[src/rtl/core_pkg.sv]
// core_pkg: opcode classes, sequencer state encoding and shared widths
// used by the data-memory access sequencer.
`default_nettype none

package core_pkg;

  localparam logic [4:0] OPC_LOAD    = 5'b00000;
  localparam logic [4:0] OPC_STORE   = 5'b01000;
  localparam int         STALL_CNT_W = 16;

  typedef enum logic [1:0] {
    IDLE  = 2'd0,
    WAIT  = 2'd1,
    ABORT = 2'd2
  } state_t;

  typedef enum logic [1:0] {
    CLS_OTHER = 2'd0,
    CLS_LOAD  = 2'd1,
    CLS_STORE = 2'd2
  } opc_class_t;

  function automatic opc_class_t opc_class(input logic [4:0] major);
    if (major == OPC_LOAD)       return CLS_LOAD;
    else if (major == OPC_STORE) return CLS_STORE;
    else                         return CLS_OTHER;
  endfunction

endpackage

`default_nettype wire

[src/rtl/mem_access_seq_sat_counter.sv]
// sat_counter: synchronous-reset up counter that holds at all-ones.
`default_nettype none

module sat_counter #(
  parameter int WIDTH = 16
) (
  input  logic             clk,
  input  logic             rst,
  input  logic             inc,
  output logic [WIDTH-1:0] count
);

  always_ff @(posedge clk) begin
    if (rst)
      count <= '0;
    else if (inc && (count != '1))
      count <= count + WIDTH'(1);
  end

endmodule

`default_nettype wire

[src/rtl/mem_access_seq.sv]
// mem_access_seq: load/store request/ready sequencer that stalls the PC
// until the data-memory access completes or times out.
`default_nettype none

module mem_access_seq
  import core_pkg::*;
#(
  parameter int TIMEOUT = 8
) (
  input  logic                   i_clk,
  input  logic                   i_rst,
  input  logic [6:0]             i_opcode,
  input  logic                   i_memReady,
  output logic                   o_memReq,
  output logic                   o_memWrite,
  output logic                   o_PCEnable,
  output logic                   o_regWriteLoad,
  output logic                   o_busy,
  output logic                   o_fault,
  output logic [STALL_CNT_W-1:0] o_stallCount
);

  localparam int            CW       = $clog2(TIMEOUT + 1);
  localparam logic [CW-1:0] WAIT_LAST = CW'(TIMEOUT - 1);

  state_t        state, state_next;
  logic [CW-1:0] wait_cnt, wait_cnt_next;
  logic          r_isStore, is_store_next;
  logic          fault, fault_next;
  opc_class_t    cls;
  logic          unused_opc_bits;

  assign cls             = opc_class(i_opcode[6:2]);
  assign unused_opc_bits = ^i_opcode[1:0];

  always_ff @(posedge i_clk) begin
    if (i_rst) begin
      state     <= IDLE;
      wait_cnt  <= '0;
      r_isStore <= 1'b0;
      fault     <= 1'b0;
    end else begin
      state     <= state_next;
      wait_cnt  <= wait_cnt_next;
      r_isStore <= is_store_next;
      fault     <= fault_next;
    end
  end

  always_comb begin
    state_next     = state;
    wait_cnt_next  = wait_cnt;
    is_store_next  = r_isStore;
    fault_next     = fault;
    o_memReq       = 1'b0;
    o_memWrite     = 1'b0;
    o_PCEnable     = 1'b0;
    o_regWriteLoad = 1'b0;

    // Reset forces every handshake output low, including mid-access.
    if (!i_rst) begin
      case (state)
        IDLE: begin
          if (cls == CLS_OTHER) begin
            o_PCEnable     = 1'b1;
            o_regWriteLoad = 1'b1;
          end else begin
            o_memReq      = 1'b1;
            o_memWrite    = (cls == CLS_STORE);
            is_store_next = (cls == CLS_STORE);
            wait_cnt_next = '0;
            state_next    = WAIT;
          end
        end
        WAIT: begin
          o_memReq   = 1'b1;
          o_memWrite = r_isStore;
          if (i_memReady) begin
            o_PCEnable     = 1'b1;
            o_regWriteLoad = !r_isStore;
            state_next     = IDLE;
          end else begin
            wait_cnt_next = wait_cnt + CW'(1);
            if (wait_cnt == WAIT_LAST)
              state_next = ABORT;
          end
        end
        ABORT: begin
          o_PCEnable = 1'b1;
          fault_next = 1'b1;
          state_next = IDLE;
        end
        default: state_next = IDLE;
      endcase
    end
  end

  assign o_busy  = !i_rst && (state != IDLE);
  assign o_fault = fault;

  sat_counter #(
    .WIDTH (STALL_CNT_W)
  ) u_stall_cnt (
    .clk   (i_clk),
    .rst   (i_rst),
    .inc   (!o_PCEnable),
    .count (o_stallCount)
  );

endmodule

`default_nettype wire

[config.mk]
export PLATFORM = sky130hd
export DESIGN_NAME = mem_access_seq
export DESIGN_NICKNAME = d
export VERILOG_FILES = /design/src/rtl/core_pkg.sv /design/src/rtl/mem_access_seq_sat_counter.sv /design/src/rtl/mem_access_seq.sv
export SDC_FILE = /design/constraint.sdc
export NUM_CORES = 1
export LEC_CHECK = 0
export ABC_AREA = 1
export BUFFER_PORTS_ARGS = -buffer_cell sky130_fd_sc_hd__clkbuf_2
export CELL_PAD_IN_SITES_DETAIL_PLACEMENT = 2
export CELL_PAD_IN_SITES_GLOBAL_PLACEMENT = 2
export CORE_MARGIN = 3
export CORE_UTILIZATION = 25
export DETAILED_ROUTE_END_ITERATION = 10
export PLACE_DENSITY_LB_ADDON = 0.05
export SYNTH_ARGS = -nofsm -noshare
export SYNTH_HDL_FRONTEND = slang
export SYNTH_HIERARCHICAL = 1
export SYNTH_SLANG_ARGS = --single-unit
[constraint.sdc]
create_clock -name i_clk -period 1.55 [get_ports i_clk]
set_input_delay 0.31 -clock i_clk [delete_from_list [all_inputs] [get_ports i_clk]]
set_output_delay 0.31 -clock i_clk [all_outputs]
set_load 0.02 [all_outputs]
---- After elaboration in Yosys (flattened, before gate mapping) ----
Cells that the tools add are included.
storage, ports and cells
  register bits after elaboration ......... 24
  input port bits ......................... 10
  output and inout port bits .............. 22
  word-level logic and storage cells ...... 52
cells by class
  $add $sub $neg .......................... 2
  equality and inequality tests ........... 9
  multiplexer cells ....................... 22
  bitwise gates (word level) .............. 1
  reduce and logical (&&, ||, !) cells .... 13
operators with widths
  kind                                                             count
  16-bit by 1-bit adder with 16-bit output, second input constant  1
  16-bit inequality test, second input constant                    1
  2-bit two-way mux                                                5
  1-bit two-way mux                                                9
  4-bit two-way mux                                                2
  4-bit case mux with 2 select lines                               1
  1-bit case mux with 2 select lines                               3
  5-bit by 4-bit == test with 1-bit output, second input constant  1
  5-bit zero test                                                  1
  4-bit by 1-bit adder with 4-bit output, second input constant    1
  2-bit == test, second input constant                             2
  4-bit by 3-bit == test with 1-bit output, second input constant  1
  2-bit zero test                                                  2
  2-bit inequality test, second input constant                     2
  2-bit case mux with 2 select lines                               1
  2-bit AND reduction                                              2
  2-bit nonzero test                                               2
  1-bit zero test                                                  3
  3-bit inequality test, second input constant                     1
  1-bit case mux with 3 select lines                               1
  3-bit AND reduction                                              1
  2-bit by 1-bit == test with 1-bit output, second input constant  1
  1-bit logical AND                                                2
  1-bit NOT                                                        1

---- Logic depth before layout (Yosys ltp) ----
Gate-level depths: netlist of run 1.
  depth after elaboration ................. 9
  gate-level depth with buffers ........... 12
  depth with buffers taken out ............ 11

---- By module ----
The synthesis of run 1 kept the hierarchy.
by module, submodules not included
  module          times used  cells each  area each (sq um)  sequential area each (sq um)
  sat_counter     1           149         929.6              320.3
  mem_access_seq  1           70          484.2              160.2

---- Worst setup path before layout of run 1 ----
Ideal clock, no wire load.
  path type ............................... input to register
  start point ............................. input i_opcode[6]
  end point ............................... register u_stall_cnt.count[13]
  library setup time ...................... 0.115 ns
  data arrival time ....................... 1.537 ns
  required time ........................... 1.435 ns
  path slack .............................. -0.103 ns
  cell stages on the path ................. 10
  path buffers ............................ 1
  cells stage by stage .................... nor2_1 > nand3_4 > nand2_1 > buf_2 > nand3_1 > or2_0 > nor2_1 > nand3_1 > nand2_1 > nor2_1
on the way
  word-level cells in the longest chain between the ends .. 9
  elaborated cells between the ends (all ways) .. 10
  classes of those cells .................. eq/ne: 1; mux: 5; reduce/logical: 4
ends and longest elaborated chain
  element                                   line                              text
  from (decl)                               mem_access_seq.sv:12              input logic [6:0] i_opcode,
  5-bit by 4-bit == test with 1-bit output  core_pkg.sv:25                    else if (major == OPC_STORE) return CLS_STORE;
  2-bit two-way mux                         core_pkg.sv:25
  2-bit two-way mux *                       core_pkg.sv:24                    if (major == OPC_LOAD) return CLS_LOAD;
  2-bit zero test *                         mem_access_seq.sv:64              if (cls == CLS_OTHER) begin
  1-bit two-way mux *                       mem_access_seq.sv:64
  1-bit case mux with 3 select lines *      mem_access_seq.sv:62              case (state)
  1-bit two-way mux *                       mem_access_seq.sv:61              if (!i_rst) begin
  1-bit zero test *                         mem_access_seq.sv:106             .inc (!o_PCEnable),
  1-bit logical AND *                       mem_access_seq_sat_counter.sv:16  else if (inc && (count != '1))
  to (signal assigned)                      mem_access_seq_sat_counter.sv:17  count <= count + WIDTH'(1);
  to (decl)                                 mem_access_seq_sat_counter.sv:10  output logic [WIDTH-1:0] count
Mark *: on every way between the ends. The rest lies on a longest branch, timed or not.
A chain may end at the register's enable or synchronous reset.

---- Worst setup path after layout of run 1 ----
  start point ............................. register state[1]
  end point ............................... output o_regWriteLoad
on the way
  word-level cells in the longest chain between the ends .. 3
  elaborated cells between the ends (all ways) .. 4
  classes of those cells .................. eq/ne: 1; mux: 2; reduce/logical: 1
ends and longest elaborated chain
  element                                                                      line                  text
  from (decl)                                                                  mem_access_seq.sv:26  state_t state, state_next;
  from (signal assigned)                                                       mem_access_seq.sv:43  state <= state_next;
  2-bit by 1-bit == test with 1-bit output or 2-bit zero test (tied branches)  mem_access_seq.sv:62
  1-bit case mux with 2 select lines *                                         mem_access_seq.sv:62
  1-bit two-way mux *                                                          mem_access_seq.sv:61
  to (decl)                                                                    mem_access_seq.sv:17  output logic o_regWriteLoad,
Marked as above.

==> run metrics, run 1 <==
FILL cells=657; startpoint-to-endpoint class of the critical path=flip-flop to primary output; Starting Density=26.66%; r2r worst-path depth=10; number of global-route vias before repair=1750; min cycle time layout=1.655 ns; clock tree from TritonCTS=built; Synth Register Bits=24; detailed-placement wirelength estimate=3.664 mm; pin count of the biggest net entering global routing=17; via count=1683; Floorplan Core Area=5303 µm²; drt first-iter violations=28; maximum level of the CTS H-tree=1; number of antenna violations at the first check in global routing=0; Simple-Gate Fraction of Synth Area=50.88%; width of the chip=81.20 µm; worst clock skew on the final layout=0.01298 ns; cell area after technology mapping=1414 µm²; Arrival @ worst endpoint=1.35 ns; number of library cell types mapped by synthesis=24; non-filler cells, final=357; largest cells by area after synthesis=dfxtp_1, nand2_1, nor2_1, nand3_1, nor2_2; placement-stage cell area=1849 µm²; dominant combinational cell family by area after synthesis=simple AND/OR/NAND/NOR gates; Hold WS=0.3522 ns; leakage component of the power=0.9742 nW; net count of the finished layout=300; fraction of layout instances using a drive strength above 1=45.99%; multi-input logic area=994.7 µm²; CTS clock-pin slew for the worst setup and hold paths=0.11 ns; area fraction in compound gates after synthesis=6.903%; vias per inst=4.714; Placed Cells=341; Die Footprint=6593 µm²; Max-Slew Margin vs Limit=75.13%; gr ovfl total=0; post-detailed-routing wire length=5.407 mm; number of primary I/O pins=32; number of failing setup endpoints in the final timing report=6; maximum clock frequency=0.6041 GHz; actual transition at the worst max-transition pin=0.3717 ns; sequential element share of the synthesized area=33.98%; setup repair after global routing missed its margin=true; critical path required time=1.24 ns; post-synth top area cell=dfxtp_1; routability cong.=0.7370; largest fanout on the critical path=3; adder-cell share of the synthesized area=1.770%; Finished Core Util=41.55%; number of max-cap violations=0; fraction of post-synthesis cell area in the top cell type by area=33.98%; worst slack after detailed placement=-0.09705 ns; Antenna Diode Count=0; Hold Vio Cnt, Final=0; overall power after layout=1.434 mW; root buffer cell=clkbuf_8; net count after synthesis=231; path class of the lowest-slack min-delay path=primary input to flip-flop; area growth from synthesis to layout=55.84%; fin area=2203 µm²; syn_area_per_cell=6.456 µm²; Yosys warning count=6; global router's overall resource usage=16.32%; element type at the critical path end=primary output; maximum resistive drop on vdd=532.0 µV; Hold Buf Count CTS=0; synthesized netlist cell count=219; Hold Path Stages=3; clock buffer count from CTS=3; DRC viols=0; summed negative setup slack over all endpoints=-0.3795 ns; detailed-route wire length per cell=15.15 µm; Startpoint Class=flip-flop; Final Max Slew Viols=0; fraction of the cycle the final worst path needs=106.8%; count of buffers from port buffering=29; share of synthesized area spent on multiplexers=0%; vertical extent of the die=81.20 µm; final critical-path setup slack=-0.1052 ns; router iterations before antenna repair=4; status=finished with violations; global-route wire length before repair=8.466 mm; violated checks=negative setup slack; Rows=26; power density over the cells=650.6 nW/µm²; CTS Sinks=24; Bufs on Longest Clock Path=2; xor/xnor cell area share of the yosys netlist=0%; count of nets left with antenna violations after detail routing=0; flip-flop and latch area=496.7 µm²; clock latency at the later pin of the worst-skew pair=0.28 ns
[cell usage after synthesis]
master and number:
nand2_1 61, nor2_1 43, dfxtp_1 24, nand3_1 21
inv_1 19, a21oi_1 12, nor2_2 12, nand4_1 5
nor2_4 3, a21oi_2 2, ha_1 2, nand2_2 2
nand2_4 2, a211oi_1 1, buf_2 1, clkbuf_1 1
clkbuf_4 1, inv_2 1, nand3_4 1, nor2_8 1
nor3_1 1, o21ai_0 1, o31ai_1 1, or2_0 1
[worst paths after layout]
kind | start | to | slack (ns)
setup / recovery | state[1] | o_regWriteLoad | -0.11
hold / removal | i_rst | wait_cnt[2] | 0.35
setup reg to reg | state[1] | u_stall_cnt/count[13] | -0.02
hold reg to reg | o_fault | o_fault | 0.50
[per-layer routing]
metal  track usage, %  up-vias  share of wire [%]
met5                0        -                  0
met4            1.520        0               0.54
met3            2.882        4                2.8
met2            29.39       23                 51
met1            20.93      823                 46
li1                 -      833                  -
[final cells by class]
cell class / count / share of cell area (%)
repair buffers: 67 / 21.47
clock buffers: 3 / 1.874
flip-flops and latches: 24 / 22.54
well taps: 70 / 3.975
inverters: 20 / 3.634
multi-input cells: 172 / 45.14
clock inverters: 1 / 1.363
[critical path, stage by stage, from the launching register on]
cell and delay [ns]:
dfxtp_4 0.38, buf_4 0.15, nor2_4 0.13, inv_4 0.07, o31ai_2 0.17, buf_4 0.17
[power breakdown]
group          internal (mW)  switching, mW  total, mW
Combinational         0.0941          0.119      0.213
Clock                  0.346          0.241      0.587
Sequential             0.625        0.00816      0.634
[sequential cells by signal, summed over array words and instances (netlist names)]
name	cells
state	2
o_fault	1
u_stall_cnt/count	16
wait_cnt	4
r_isStore	1
[cell usage in the layout (no fill, tap or decap), types with 2 or more instances in the layout]
cell,synthesis,routed
buf_8,0,2
clkbuf_2,0,25
dfxtp_2,0,10
buf_6,0,3
nand3_4,1,3
nor2_4,3,11
a21oi_2,2,2
clkbuf_8,0,4
nand2_1,61,57
nand3_1,21,15
buf_4,0,36
inv_2,1,4
nand2_4,2,5
inv_1,19,14
nand3_2,0,4
inv_4,0,2
nor2_2,12,10
nor2_1,43,37
dfxtp_1,24,13
nand2_2,2,3
a21oi_1,12,11
nand4_1,5,5
[cell families (layout without fill, tap and decap cells)]
group                      after synthesis  after routing
DFF                                     24             24
adders and majority gates                2              2
buffers and inverters                   23             91
and+or+nand+nor                        153            153
AOI/OAI and AO/OA                       17             17
[repair_timing]
action,4_1_cts,5_1_grt
setup endpoints to repair,8,19
buffers inserted,3,9
pin swaps,5,23
resized for setup,13,52
No activity file was read; power rests on OpenSTA's default activity.
==> inputs of run 2 (changes only) <==
- MAX_ROUTING_LAYER: default -> met4
==> run 2 against run 1 <==
Against the previous run: the flow still finishes with violations (negative setup slack); final cell count stayed put; setup slack worse by 0.0020 ns; clock power hardly changed.
==> run metrics, run 2 (synthesis gave the netlist of run 1 again) <==
Top reg by flops=u_stall_cnt/count; area growth from synthesis to layout=55.84% (unchanged); violated checks=negative setup slack; number of max-cap violations=0 (unchanged); Rows=26 (unchanged); width of the chip=81.20 µm (unchanged); pin count of the biggest net entering global routing=17 (unchanged); Floorplan Core Area=5303 µm² (unchanged); Final Max Slew Viols=0 (unchanged); summed negative setup slack over all endpoints=-0.3884 ns (-0.008850 ns); router iterations before antenna repair=4 (unchanged); actual transition at the worst max-transition pin=0.3761 ns (+0.004373 ns); vias per inst=4.728 (+0.30%); maximum clock frequency=0.6034 GHz (-0.12%); net count of the finished layout=300 (unchanged); non-filler cells, final=357 (unchanged); Worst path top cell family by delay=buffers and inverters; element type at the critical path end=primary output; Top cell by count, worst path=buf_4; min cycle time layout=1.657 ns (+0.001998 ns); Starting Density=26.66% (unchanged); status=finished with violations; startpoint-to-endpoint class of the critical path=flip-flop to primary output; hold worst-path end=wait_cnt[2]; fraction of layout instances using a drive strength above 1=45.99% (unchanged); number of primary I/O pins=32 (unchanged); count of nets left with antenna violations after detail routing=0 (unchanged); cell breakdown of the critical path=buf_4, nor2_4, inv_4, o31ai_2, buf_4; number of failing setup endpoints in the final timing report=6 (unchanged); Hold Buf Count CTS=0 (unchanged); overall power after layout=1.433 mW (about the same); post-detailed-routing wire length=5.395 mm (-0.22%); power density over the cells=650.5 nW/µm² (about the same); via count=1688 (+0.30%); Max stage delay cell, worst path=dfxtp_4; fraction of the cycle the final worst path needs=106.9% (+0.13 points); Die Footprint=6593 µm² (unchanged); most frequent standard cell in the layout excluding fill and tap cells=nand2_1; Hold Vio Cnt, Final=0 (unchanged); setup repair after global routing missed its margin=true; clock buffer count from CTS=3 (unchanged); max FFs per register=16 (unchanged); maximum resistive drop on vdd=528.9 µV (-0.59%); drt first-iter violations=36 (+29%); global router's overall resource usage=16.79% (+0.46 points); clock latency at the later pin of the worst-skew pair=0.28 ns (about the same); number of buffers and inverters on the critical path=3 (unchanged); launch point of the worst hold path=i_rst; maximum cell stage delay along the critical path=0.38 ns (about the same); Hold WS=0.3507 ns (-0.001483 ns); Startpoint Class=flip-flop; detailed-placement wirelength estimate=3.664 mm (unchanged); gr ovfl total=0 (unchanged); critical path required time=1.24 ns (about the same); endpoint of the worst-slack reg-to-reg timing path=u_stall_cnt/count[13]; Hold Path Stages=3 (unchanged); most frequent cells in the layout=nand2_1, nor2_1, buf_4; Placed Cells=341 (unchanged); global-route wire length before repair=8.466 mm (unchanged); leakage component of the power=0.9742 nW (unchanged); DRC viols=0 (unchanged); biggest regs=u_stall_cnt/count: 16 flops, wait_cnt: 4 flops, state: 2 flops; number of antenna violations at the first check in global routing=0 (unchanged); maximum level of the CTS H-tree=1 (unchanged); clock tree from TritonCTS=built; root buffer cell=clkbuf_8; Antenna Diode Count=0 (unchanged); Arrival @ worst endpoint=1.35 ns (about the same); number of global-route vias before repair=1750 (unchanged); path class of the lowest-slack min-delay path=primary input to flip-flop; largest fanout on the critical path=3 (unchanged); r2r worst-path depth=10 (unchanged); routability cong.=0.7461 (+1.2%); worst clock skew on the final layout=0.01490 ns (+0.001914 ns); detailed-route wire length per cell=15.11 µm (-0.22%); count of buffers from port buffering=29 (unchanged); FF-to-FF Start=state[1]; CTS clock-pin slew for the worst setup and hold paths=0.11 ns (about the same); final critical-path setup slack=-0.1072 ns (-0.001998 ns); worst reg-to-reg setup slack=-0.02 ns (about the same); Finished Core Util=41.55% (unchanged); Bufs on Longest Clock Path=2 (unchanged); Max-Slew Margin vs Limit=74.84% (-0.29 points); CTS Sinks=24 (unchanged); vertical extent of the die=81.20 µm (unchanged)
## run 2: worst max path at each step
stage	from	to	slack, ns	depth (start not counted)
2_1_floorplan	state[0]	u_stall_cnt/count[13]	-0.003	10
3_3_place_gp	i_rst	u_stall_cnt/count[13]	-0.06	11
3_5_place_dp	i_rst	u_stall_cnt/count[13]	-0.1	11
4_1_cts	state[1]	o_regWriteLoad	-0.11	5
5_1_grt	state[1]	o_regWriteLoad	-0.17	5
6_report	state[1]	o_regWriteLoad	-0.11	5
## run 2: worst reg2reg max path, delay by kind of cell, from the launching register on
family                 cells  cell delay, ns
and+or+nand+nor            9            0.98
DFF                        1            0.38
buffers and inverters      1            0.13
## run 2: routing by layer
layer / part of all wire, % / vias to the layer above / GRT usage (%)
met5: 0 / - / -
met4: 0.70 / 0 / 1.520
met3: 2.9 / 6 / 2.661
met2: 50 / 27 / 29.39
met1: 46 / 823 / 21.06
li1: - / 832 / -
## run 2: stage by stage
stage                     setup slack [ns]  area [µm²]
after global routing               -0.1688        2203
after detailed placement          -0.09705        1849
after floorplan                  -0.002692        1439
final                              -0.1072        2203
after CTS                          -0.1082        1976
after global placement            -0.05529        1849
## run 2: power by group
| group | leakage [nW] | total (mW) | switching [mW] | internal (mW) |
|---|---|---|---|---|
| sequential | 0.200 | 0.634 | 0.00813 | 0.625 |
| clock | 0.0357 | 0.587 | 0.241 | 0.346 |
| combinational | 0.739 | 0.213 | 0.119 | 0.0940 |
## run 2: final cells by class
cell class,instances,area (µm²)
clock buffer,3,41.29
clock inverter,1,30.03
fill,657,3099
inverter,20,80.08
multi-input combinational,172,994.7
sequential,24,496.7
tap,70,87.58
timing repair buffer,67,473.0
## run 2: timing repair
item	in CTS	in global routing
setup buffers	3	9
setup endpoints to repair	8	19
resized for setup	13	52
endpoints found under the hold margin	0	0
pin swaps	5	23
